File: src/rtl/au_add_mp_pkg.sv
// rtl/au_add_mp_pkg.sv - shared types, index sizing and parameter legality for the sequenced adder
package au_add_mp_pkg;

    typedef enum logic [1:0] {
        IDLE = 2'd0,
        BUSY = 2'd1,
        DONE = 2'd2
    } state_t;

    localparam int MIN_WIDTH = 1;
    localparam int MIN_NWORD = 2;
    localparam int MIN_ARCH  = 0;
    localparam int MAX_ARCH  = 2;

    function automatic int idx_w(input int nword);
        return (nword <= 2) ? 1 : $clog2(nword);
    endfunction

    function automatic bit params_ok(input int width, input int nword, input int arch);
        return (width >= MIN_WIDTH) && (nword >= MIN_NWORD) &&
               (arch >= MIN_ARCH) && (arch <= MAX_ARCH);
    endfunction

endpackage

File: src/rtl/au_add_mp_slice.sv
// rtl/au_add_mp_slice.sv - combinational parallel-prefix slice adder
// ARCH: 0 Kogge-Stone, 1 Sklansky, 2 Brent-Kung.
module au_add_mp_slice #(
    parameter int WIDTH = 8,
    parameter int ARCH  = 0
) (
    input  logic [WIDTH-1:0] a,
    input  logic [WIDTH-1:0] b,
    input  logic             ci,
    output logic [WIDTH-1:0] s,
    output logic             co,
    output logic             v
);

    localparam int LV = $clog2(WIDTH);

    logic [WIDTH-1:0] hx;
    logic [WIDTH-1:0] gg;
    logic [WIDTH-1:0] pp;
    logic [WIDTH:0]   c;

    // Prefix networks are evaluated in place; each level's update order only
    // reads nodes that the same level does not modify.
    always_comb begin
        hx = a ^ b;
        gg = a & b;
        pp = a ^ b;
        if (ARCH == 0) begin
            for (int l = 0; l < LV; l++) begin
                for (int i = WIDTH - 1; i >= (1 << l); i--) begin
                    gg[i] = gg[i] | (pp[i] & gg[i - (1 << l)]);
                    pp[i] = pp[i] & pp[i - (1 << l)];
                end
            end
        end else if (ARCH == 1) begin
            for (int l = 0; l < LV; l++) begin
                for (int i = 0; i < WIDTH; i++) begin
                    if (((i >> l) & 1) == 1) begin
                        gg[i] = gg[i] | (pp[i] & gg[((i >> l) << l) - 1]);
                        pp[i] = pp[i] & pp[((i >> l) << l) - 1];
                    end
                end
            end
        end else begin
            for (int l = 0; l < LV; l++) begin
                for (int i = 0; i < WIDTH; i++) begin
                    if ((i + 1) % (2 << l) == 0) begin
                        gg[i] = gg[i] | (pp[i] & gg[i - (1 << l)]);
                        pp[i] = pp[i] & pp[i - (1 << l)];
                    end
                end
            end
            for (int l = LV - 2; l >= 0; l--) begin
                for (int i = 0; i < WIDTH; i++) begin
                    if (((i + 1) % (2 << l) == (1 << l)) && (i >= (2 << l))) begin
                        gg[i] = gg[i] | (pp[i] & gg[i - (1 << l)]);
                        pp[i] = pp[i] & pp[i - (1 << l)];
                    end
                end
            end
        end
        c = {gg | (pp & {WIDTH{ci}}), ci};
    end

    assign s  = hx ^ c[WIDTH-1:0];
    assign co = c[WIDTH];
    assign v  = c[WIDTH] ^ c[WIDTH-1];

endmodule

File: src/rtl/au_add_mp_seq.sv
// rtl/au_add_mp_seq.sv - multi-precision adder, one slice per cycle, LS slice first
// Optional saturation of the result on overflow: AU_ADD_MP_SEQ_SAT_EN.
module au_add_mp_seq
    import au_add_mp_pkg::*;
#(
    parameter int WIDTH = 8,
    parameter int NWORD = 4,
    parameter int ARCH  = 0
) (
    input  logic                   clk,
    input  logic                   rst,
    input  logic                   in_valid,
    output logic                   in_ready,
    input  logic [NWORD*WIDTH-1:0] a,
    input  logic [NWORD*WIDTH-1:0] b,
    input  logic                   ci,
    output logic                   out_valid,
    input  logic                   out_ready,
    output logic [NWORD*WIDTH-1:0] s,
    output logic                   v
);

    localparam int N  = NWORD * WIDTH;
    localparam int IW = idx_w(NWORD);
    localparam logic [IW-1:0] LAST = IW'(NWORD - 1);

    if (!params_ok(WIDTH, NWORD, ARCH)) begin : g_param_err
        $error("au_add_mp_seq: illegal WIDTH/NWORD/ARCH parameter");
    end

    state_t         state;
    logic [IW-1:0]  idx;
    logic           carry;
    logic [N-1:0]   a_q;
    logic [N-1:0]   b_q;
    logic [N-1:0]   acc;
    logic [WIDTH-1:0] sl_s;
    logic           sl_co;
    logic           sl_v;
    logic [N-1:0]   sum_w;
    logic [N-1:0]   res_w;

    // Operands shift down one slice per BUSY cycle, so the slice always sees
    // the low word; the partial sum shifts in from the top.
    au_add_mp_slice #(
        .WIDTH(WIDTH),
        .ARCH (ARCH)
    ) u_slice (
        .a (a_q[WIDTH-1:0]),
        .b (b_q[WIDTH-1:0]),
        .ci(carry),
        .s (sl_s),
        .co(sl_co),
        .v (sl_v)
    );

    assign sum_w = {sl_s, acc[N-1:WIDTH]};

`ifdef AU_ADD_MP_SEQ_SAT_EN
    // On the last slice a_q[WIDTH-1] is the MSB of the latched augend.
    assign res_w = !sl_v ? sum_w :
                   (a_q[WIDTH-1] ? {1'b1, {(N-1){1'b0}}} : {1'b0, {(N-1){1'b1}}});
`else
    assign res_w = sum_w;
`endif

    always_ff @(posedge clk or posedge rst) begin
        if (rst) begin
            state     <= IDLE;
            in_ready  <= 1'b1;
            out_valid <= 1'b0;
            s         <= '0;
            v         <= 1'b0;
            idx       <= '0;
            carry     <= 1'b0;
            a_q       <= '0;
            b_q       <= '0;
            acc       <= '0;
        end else begin
            case (state)
                IDLE: begin
                    if (in_valid && in_ready) begin
                        a_q      <= a;
                        b_q      <= b;
                        carry    <= ci;
                        idx      <= '0;
                        in_ready <= 1'b0;
                        state    <= BUSY;
                    end
                end
                BUSY: begin
                    a_q   <= a_q >> WIDTH;
                    b_q   <= b_q >> WIDTH;
                    acc   <= sum_w;
                    carry <= sl_co;
                    if (idx == LAST) begin
                        idx       <= '0;
                        s         <= res_w;
                        v         <= sl_v;
                        out_valid <= 1'b1;
                        state     <= DONE;
                    end else begin
                        idx <= idx + 1'b1;
                    end
                end
                DONE: begin
                    if (out_ready) begin
                        out_valid <= 1'b0;
                        in_ready  <= 1'b1;
                        state     <= IDLE;
                    end
                end
                default: state <= IDLE;
            endcase
        end
    end

endmodule
File: config.mk
export PLATFORM = sky130hd
export DESIGN_NAME = au_add_mp_seq
export DESIGN_NICKNAME = d
export VERILOG_FILES = /design/src/rtl/au_add_mp_pkg.sv /design/src/rtl/au_add_mp_slice.sv /design/src/rtl/au_add_mp_seq.sv
export SDC_FILE = /design/constraint.sdc
export NUM_CORES = 1
export LEC_CHECK = 0
export BUFFER_PORTS_ARGS = -buffer_cell sky130_fd_sc_hd__buf_2
export CORE_MARGIN = 2
export CORE_UTILIZATION = 40
export CTS_BUF_LIST = sky130_fd_sc_hd__clkbuf_8
export DETAILED_ROUTE_END_ITERATION = 8
export HOLD_SLACK_MARGIN = 0.15
export PLACE_DENSITY = 0.66
export SLEW_MARGIN = 20
export SYNTH_ARGS = -nofsm -noshare
export SYNTH_HDL_FRONTEND = slang
export SYNTH_SLANG_ARGS = --single-unit
File: constraint.sdc
create_clock -name clk -period 3.7 [get_ports clk]
set_clock_uncertainty 0.2 [all_clocks]
set_input_delay 0.37 -clock clk [delete_from_list [all_inputs] [get_ports clk]]
set_output_delay 0.37 -clock clk [all_outputs]
set_load 0.05 [all_outputs]
==> results of run 1 <==
==> cell type report <==
class / count / area [um^2] / area share (%)
inverters: 10 / 41.3 / 0.543
flip-flops and latches: 128 / 3200 / 42.1
multi-input cells: 385 / 2380 / 31.2
repair buffers: 182 / 1300 / 17.1
well taps: 184 / 230 / 3.03
clock inverters: 13 / 190 / 2.50
clock buffers: 19 / 262 / 3.44
==> flip-flops by register name, summed over array words and instances (netlist names) <==
register and count:
v 1, b_q 32, out_valid 1, state 2, a_q 32, acc 24
carry 1, in_ready 1, s 32, idx 2
==> worst paths after layout <==
kind	startpoint	end	cells after the start
min in group asynchronous	rst	a_q[29]	3
max	idx[0]	s[15]	4
min	acc[9]	acc[9]	2
min reg2reg	acc[9]	acc[9]	2
max in group asynchronous	rst	a_q[8]	4
max reg2reg	idx[0]	s[15]	4
==> per-layer routing <==
layer / vias to the layer above / global-route usage (%)
li1: 2245 / -
met1: 2194 / 23.6
met2: 125 / 30.0
met3: 18 / 6.19
met4: 0 / 4.56
met5: - / 0
==> power groups by stage <==
stage | registers [W] | logic [W] | clock network, W
floorplan | 0.00143 | 0.0000225 | 0
global placement | 0.00143 | 0.0000723 | 0
detailed placement | 0.00143 | 0.0000737 | 0
CTS | 0.00140 | 0.000128 | 0.00139
global route | 0.00140 | 0.000141 | 0.00145
finish | 0.00140 | 0.000130 | 0.00136
==> worst max-delay path, delay by kind of cell (launching register included) <==
| kind | cells | cell delay, ns |
|---|---|---|
| fa+ha+maj | 1 | 0.26 |
| simple gates | 1 | 0.55 |
| buf+inv | 1 | 0.33 |
| flops | 1 | 0.40 |
| mux | 1 | 0.36 |
==> logic make-up (layout without fill, tap and decap cells) <==
| kind of cell | count (synthesis) | in the layout | synth area share [%] |
|---|---|---|---|
| simple gates | 185 | 185 | 13.2 |
| fa+ha+maj | 10 | 10 | 2.28 |
| flops | 128 | 128 | 55.0 |
| mux | 70 | 70 | 12.5 |
| buf+inv | 45 | 224 | 4.30 |
| compound gates | 117 | 117 | 12.2 |
| xor+xnor | 3 | 3 | 0.451 |
==> cell usage after synthesis (10+ instances only) <==
cell        n
buf_2      10
clkbuf_1   16
dfrtp_1   127
inv_1      10
mux2_2     24
mux2i_1    46
nand2_1   149
nor2_1     10
o21ai_0    65
o21ai_1    14
==> metrics by stage <==
stage	setup WS, ns	area [um^2]	hold WS (ns)	power [W]	utilization (%)
CTS	1.48	7610	0.278	0.00291	53.0
global route	1.36	7610	0.314	0.00299	53.0
global placement	1.57	6480	0.258	0.00150	45.1
detailed placement	1.49	6480	0.261	0.00150	45.1
finish	1.49	7610	0.278	0.00289	53.0
floorplan	1.55	5830	0.242	0.00145	-
==> results.md, run 1 <==
- Syn_nets: roughly 640
- Clk pwr share: 47.1%
- Yosys warnings: 0
- Delay of the slowest cell on the worst path: roughly 0.55 ns
- Post-Syn Instances: roughly 560
- First drt pass iteration count: 4
- Switching portion of total power: 20.3%
- Final setup fails: 0
- Area fraction of the dominant cell type after synthesis: between 50% and 60%
- Largest net degree at the start of global routing: 87
- Layout cells sized above 1: between 20% and 30%
- Final cell count without fillers: about 920
- Met1 WL: roughly 6.4 mm
- Fmax achieved: around 0.45 GHz
- DRC viols: 0
- Commonest non-fill, non-tap cell in the layout: nand2_1
- CTS Sinks: 128
- Post-synthesis cell area: approximately 5800 um^2
- Detail Route Antenna Nets: 0
- Psw: between 0.0005 and 0.0006 W
- Iteration-0 DRC Markers: 342
- Critical path type: reg -> reg
- Die area: roughly 16000 um^2
- CTS tree: yes
- Final Max Slew Viols: 0
- Worst IR Drop VDD: between 0.2 and 0.3 mV
- Vias per std cell: 4.98
- Reg2reg setup slack: between 1 and 1.5 ns
- Tmin final: 2.21 ns
- Clk_lat worst skew: approximately 0.44 ns
- Met2 WL: 6.68 mm
- Gr ovfl total: 0
- Final Hold Vio Count: 0
- Routed len/inst: 15.1 um
- Crit start category: flip-flop
- Seq/Total Area, Yosys: between 50% and 60%
- PortBufs: roughly 100
- Synth top area cells: dfrtp_1 55%, nand2_1 9.6%, mux2i_1 7.9%
- Worst relative slew slack: a little over a third
- Slowest cell on the critical path: nand3b_1
- Fillers: about 1200
- Post-DP HPWL: between 8 and 9 mm
- First-pass GRT wire length: approximately 23 mm
- Layout Nets: between 800 and 900
- Crit. End Element: flip-flop
- GRT Util Overall: around 18%
- Placer Congestion: about 0.79
- Root buffer cell: clkbuf_8
- Die Height: between 100 and 150 um
- Antenna cell count: 0
- Top Layer Used: met4
- Final Cycle Share: between 50% and 60%
- H-tree depth: 4
- Dpl cells: slightly above 800
- Sequential Power Share: 48.4%
- Combinational share of power: roughly 4.5%
- CP max FO: 14
- Post-CTS setup buffers: 0
- Post_cts resized: 0
- Vias in the first global route: about 4700
- Top_reg_cell synth: dfrtp_1
- Mean Syn Cell Area: 10.4 um^2
- RSZ-0062 raised after global routing: false
- Area growth from synthesis to layout: 30.7%
- Setup TNS: 0 ns
- Met3 wire length: roughly 700 um
- Lkg Pwr: 3.41 nW
- Int Pwr: between 0.002 and 0.0025 W
- EDFF count, synth: 0
- Status: finished, final reports clean
- Clock Tree Buf Depth: 2
- Initial antenna violation count: 0
- Worst Hold Class: reg -> reg
- Area leader, netlist: dfrtp_1
- Max-cap violation count: 0
- Post-CTS Hold Buffers: slightly below 70
- Most frequent cells in the layout: 149 x nand2_1, 127 x dfrtp_1, 103 x buf_2, 68 x dlygate4sd3_1, 65 x o21ai_0
- Core area: between 10000 and 15000 um^2
- Synth cell types: ~50
- Routed vias: 4582
- CTS buffer count: 17
- Pin slew with the least headroom to its limit: ~0.97 ns
- Clock transition at path regs: 0.07 ns
- FFs w/ async S/R, synth: between 90% and 100%
- IO Pins: ~100
- Post-synthesis register bit count: roughly 130
- Crit path arrival time: about 2.3 ns
- Worst-path cell chain: ha_1 > nand3b_1 > buf_4 > mux2_2
- Pwr dens: around 380 nW/um^2
- Worst Path Required: 3.82 ns
- Cell row count: between 40 and 50
- Final wirelength: around 14 mm
- Initial core utilization: between 40 and 50%
- Die Width: between 100 and 150 um
No activity file was read; power rests on OpenSTA's default activity.
==> run 2, diff against run 1 <==
- clock period: 3.7 -> 1.9 ns (I/O delays scaled with it)
==> run 2 against run 1 <==
  * The run now ends with setup timing left
  * Die area did not move
  * First-iteration DRC count is 22% lower
  * Clock-buffer cell count increased by 1
  * Cell area is 2.7% higher
  * Non-clock buffer count is 13 higher
  * Cell count rose by 1.4%
  * Sequential power increased by 94%
  * Via count is 1.4% higher
  * Wire length is 0.22% lower
  * Register-to-register slack worse by 1.5 ns
  * Hold slack improved by 0.0042 ns
  * Maximum frequency is 15% higher
  * Critical endpoint is now v
==> results.md, run 2 (synthesis results as in run 1) <==
- Dpl ws: -0.0223 ns
- Pwr dens: roughly 670 nW/um^2
- Most frequent cells in the layout: 149 x nand2_1, 127 x dfrtp_1, 103 x buf_2, 68 x dlygate4sd3_1, 62 x o21ai_0
- Worst Slack Setup Final: -0.0158 ns
- Combinational share of power: 4.8%
- Psw: between 0.001 and 0.0015 W
- Worst IR Drop VDD: 0.478 mV
- Crit start category: flip-flop
- DRC viols: 0
- Final Power: 0.00521 W
- Initial core utilization: 40.5%
- Final Hold Vio Count: 0
- Post-DP HPWL: roughly 8.8 mm
- Crit path arrival time: between 2 and 2.5 ns
- Clk_lat worst skew: about 0.45 ns
- Vias in the first global route: 4710
- Setup TNS: -0.0158 ns
- Gr ovfl total: 0
- Crit. End Element: flip-flop
- Final Max Slew Viols: 0
- Slowest cell on the critical path: dfrtp_1
- Die area: approximately 16000 um^2
- Clock Tree Buf Depth: 2
- Final setup fails: 1
- Initial antenna violation count: 0
- CP max FO: 5
- Final wirelength: ~14 mm
- Die Width: 125 um
- Worst Path Required: ~2 ns
- Delay of the slowest cell on the worst path: approximately 0.4 ns
- Status: finished, violations left
- Placer Congestion: 0.841
- Tmin final: approximately 1.9 ns
- Sequential Power Share: between 50% and 60%
- WHS: 0.283 ns
- Final Cycle Share: 101%
- CTS buffer count: 17
- Top cell by count, worst path: o31a_1
- Layout Nets: roughly 800
- Failing checks: setup timing
- CP Buf/Inv Count: 0
- Worst-path cell chain: ha_4 > a211oi_4 > nor3_4 > o31a_1 > o31a_1
- Clock transition at path regs: about 0.070 ns
- Clk pwr share: approximately 43%
- Routed vias: roughly 4600
- Largest registers: a_q: 32 flops, b_q: 32 flops, s: 32 flops
- Delay-heaviest family, CP: compound AO/OA/AOI/OAI gates
- Layout cells sized above 1: 26.7%
- PortBufs: 103
- Root buffer cell: clkbuf_8
- Antenna cell count: 0
- Post-CTS setup buffers: 0
- Pin slew with the least headroom to its limit: about 0.68 ns
- First-pass GRT wire length: between 20 and 25 mm
- Detail Route Antenna Nets: 0
- Fmax achieved: roughly 0.52 GHz
- Final cell count without fillers: a little over 900
- First drt pass iteration count: 4
- Lkg Pwr: between 3 and 4 nW
- Iteration-0 DRC Markers: between 200 and 300
- Largest net degree at the start of global routing: 129
- Commonest non-fill, non-tap cell in the layout: nand2_1
- CTS Sinks: about 130
- Vias per std cell: 4.97
- CTS tree: yes
- Core area: roughly 14000 um^2
- Routed len/inst: between 10 and 15 um
- GRT Util Overall: around 19%
- Int Pwr: about 0.004 W
- Die Height: roughly 120 um
- IO Pins: roughly 100
- RSZ-0062 raised after global routing: true
- Critical path type: reg -> reg
- Worst relative slew slack: 54.8%
- Switching portion of total power: 21.2%
- Fillers: around 1200
- Dpl cells: 834
- Area growth from synthesis to layout: 34.2%
- Max-cap violation count: 0
- Worst Hold Class: reg -> reg
- Cell row count: 44
- H-tree depth: 4
==> run 2: metal layers <==
| layer | global-route usage, % | share of wire (%) | vias up |
|---|---|---|---|
| met1 | 24.0 | 45 | 2213 |
| met4 | 5.62 | 1.2 | 0 |
| met3 | 5.07 | 4.8 | 17 |
| met5 | 0 | 0 | - |
| met2 | 30.7 | 49 | 127 |
| li1 | - | - | 2287 |
==> run 2: layout make-up <==
type	instances	area, um^2	area share [%]
sequential	128	3200	41.0
multi-input combinational	385	2480	31.8
timing repair buffer	195	1480	18.9
clock buffer	20	275	3.52
tap	184	230	2.95
clock inverter	12	103	1.31
inverter	10	41.3	0.528
==> run 2: path summary, 6_finish.rpt <==
check	start	cells past startpoint	slack [ns]	endpoint
worst max-delay path	a_q[0]	5	-0.02	v
worst min register to register	b_q[25]	2	0.28	b_q[17]
worst min-delay path	b_q[25]	2	0.28	b_q[17]
min in group asynchronous	rst	4	0.30	acc[9]
max in group asynchronous	rst	4	0.71	a_q[5]
worst max register to register	a_q[0]	5	-0.02	v
==> run 2: metrics by stage <==
step                instance area (um^2)  util [%]
floorplan                           5840         -
global placement                    6660      46.4
detailed placement                  6660      46.4
CTS                                 7790      54.2
global route                        7810      54.4
finish                              7810      54.4
==> run 2: power groups by stage <==
stage / clock [W] / sequential (W) / combinational, W
3_5_place_dp: 0 / 0.00278 / 0.000140
6_report: 0.00224 / 0.00272 / 0.000249
2_1_floorplan: 0 / 0.00278 / 0.0000438
4_1_cts: 0.00230 / 0.00272 / 0.000247
3_3_place_gp: 0 / 0.00278 / 0.000137
5_1_grt: 0.00243 / 0.00272 / 0.000275
==> run 2: worst min-delay path, cell delays in order, from the launching register on <==
cell	delay, ns
dfrtp_1	0.34
nand2_1	0.05
o21ai_0	0.06
==> run 2: timing repair <==
item,CTS,global route
hold buffers,68,0
resized for setup,10,5
pin swaps,3,6
hold endpoints to repair,195,0
setup endpoints to repair,4,10
cloned,0,0
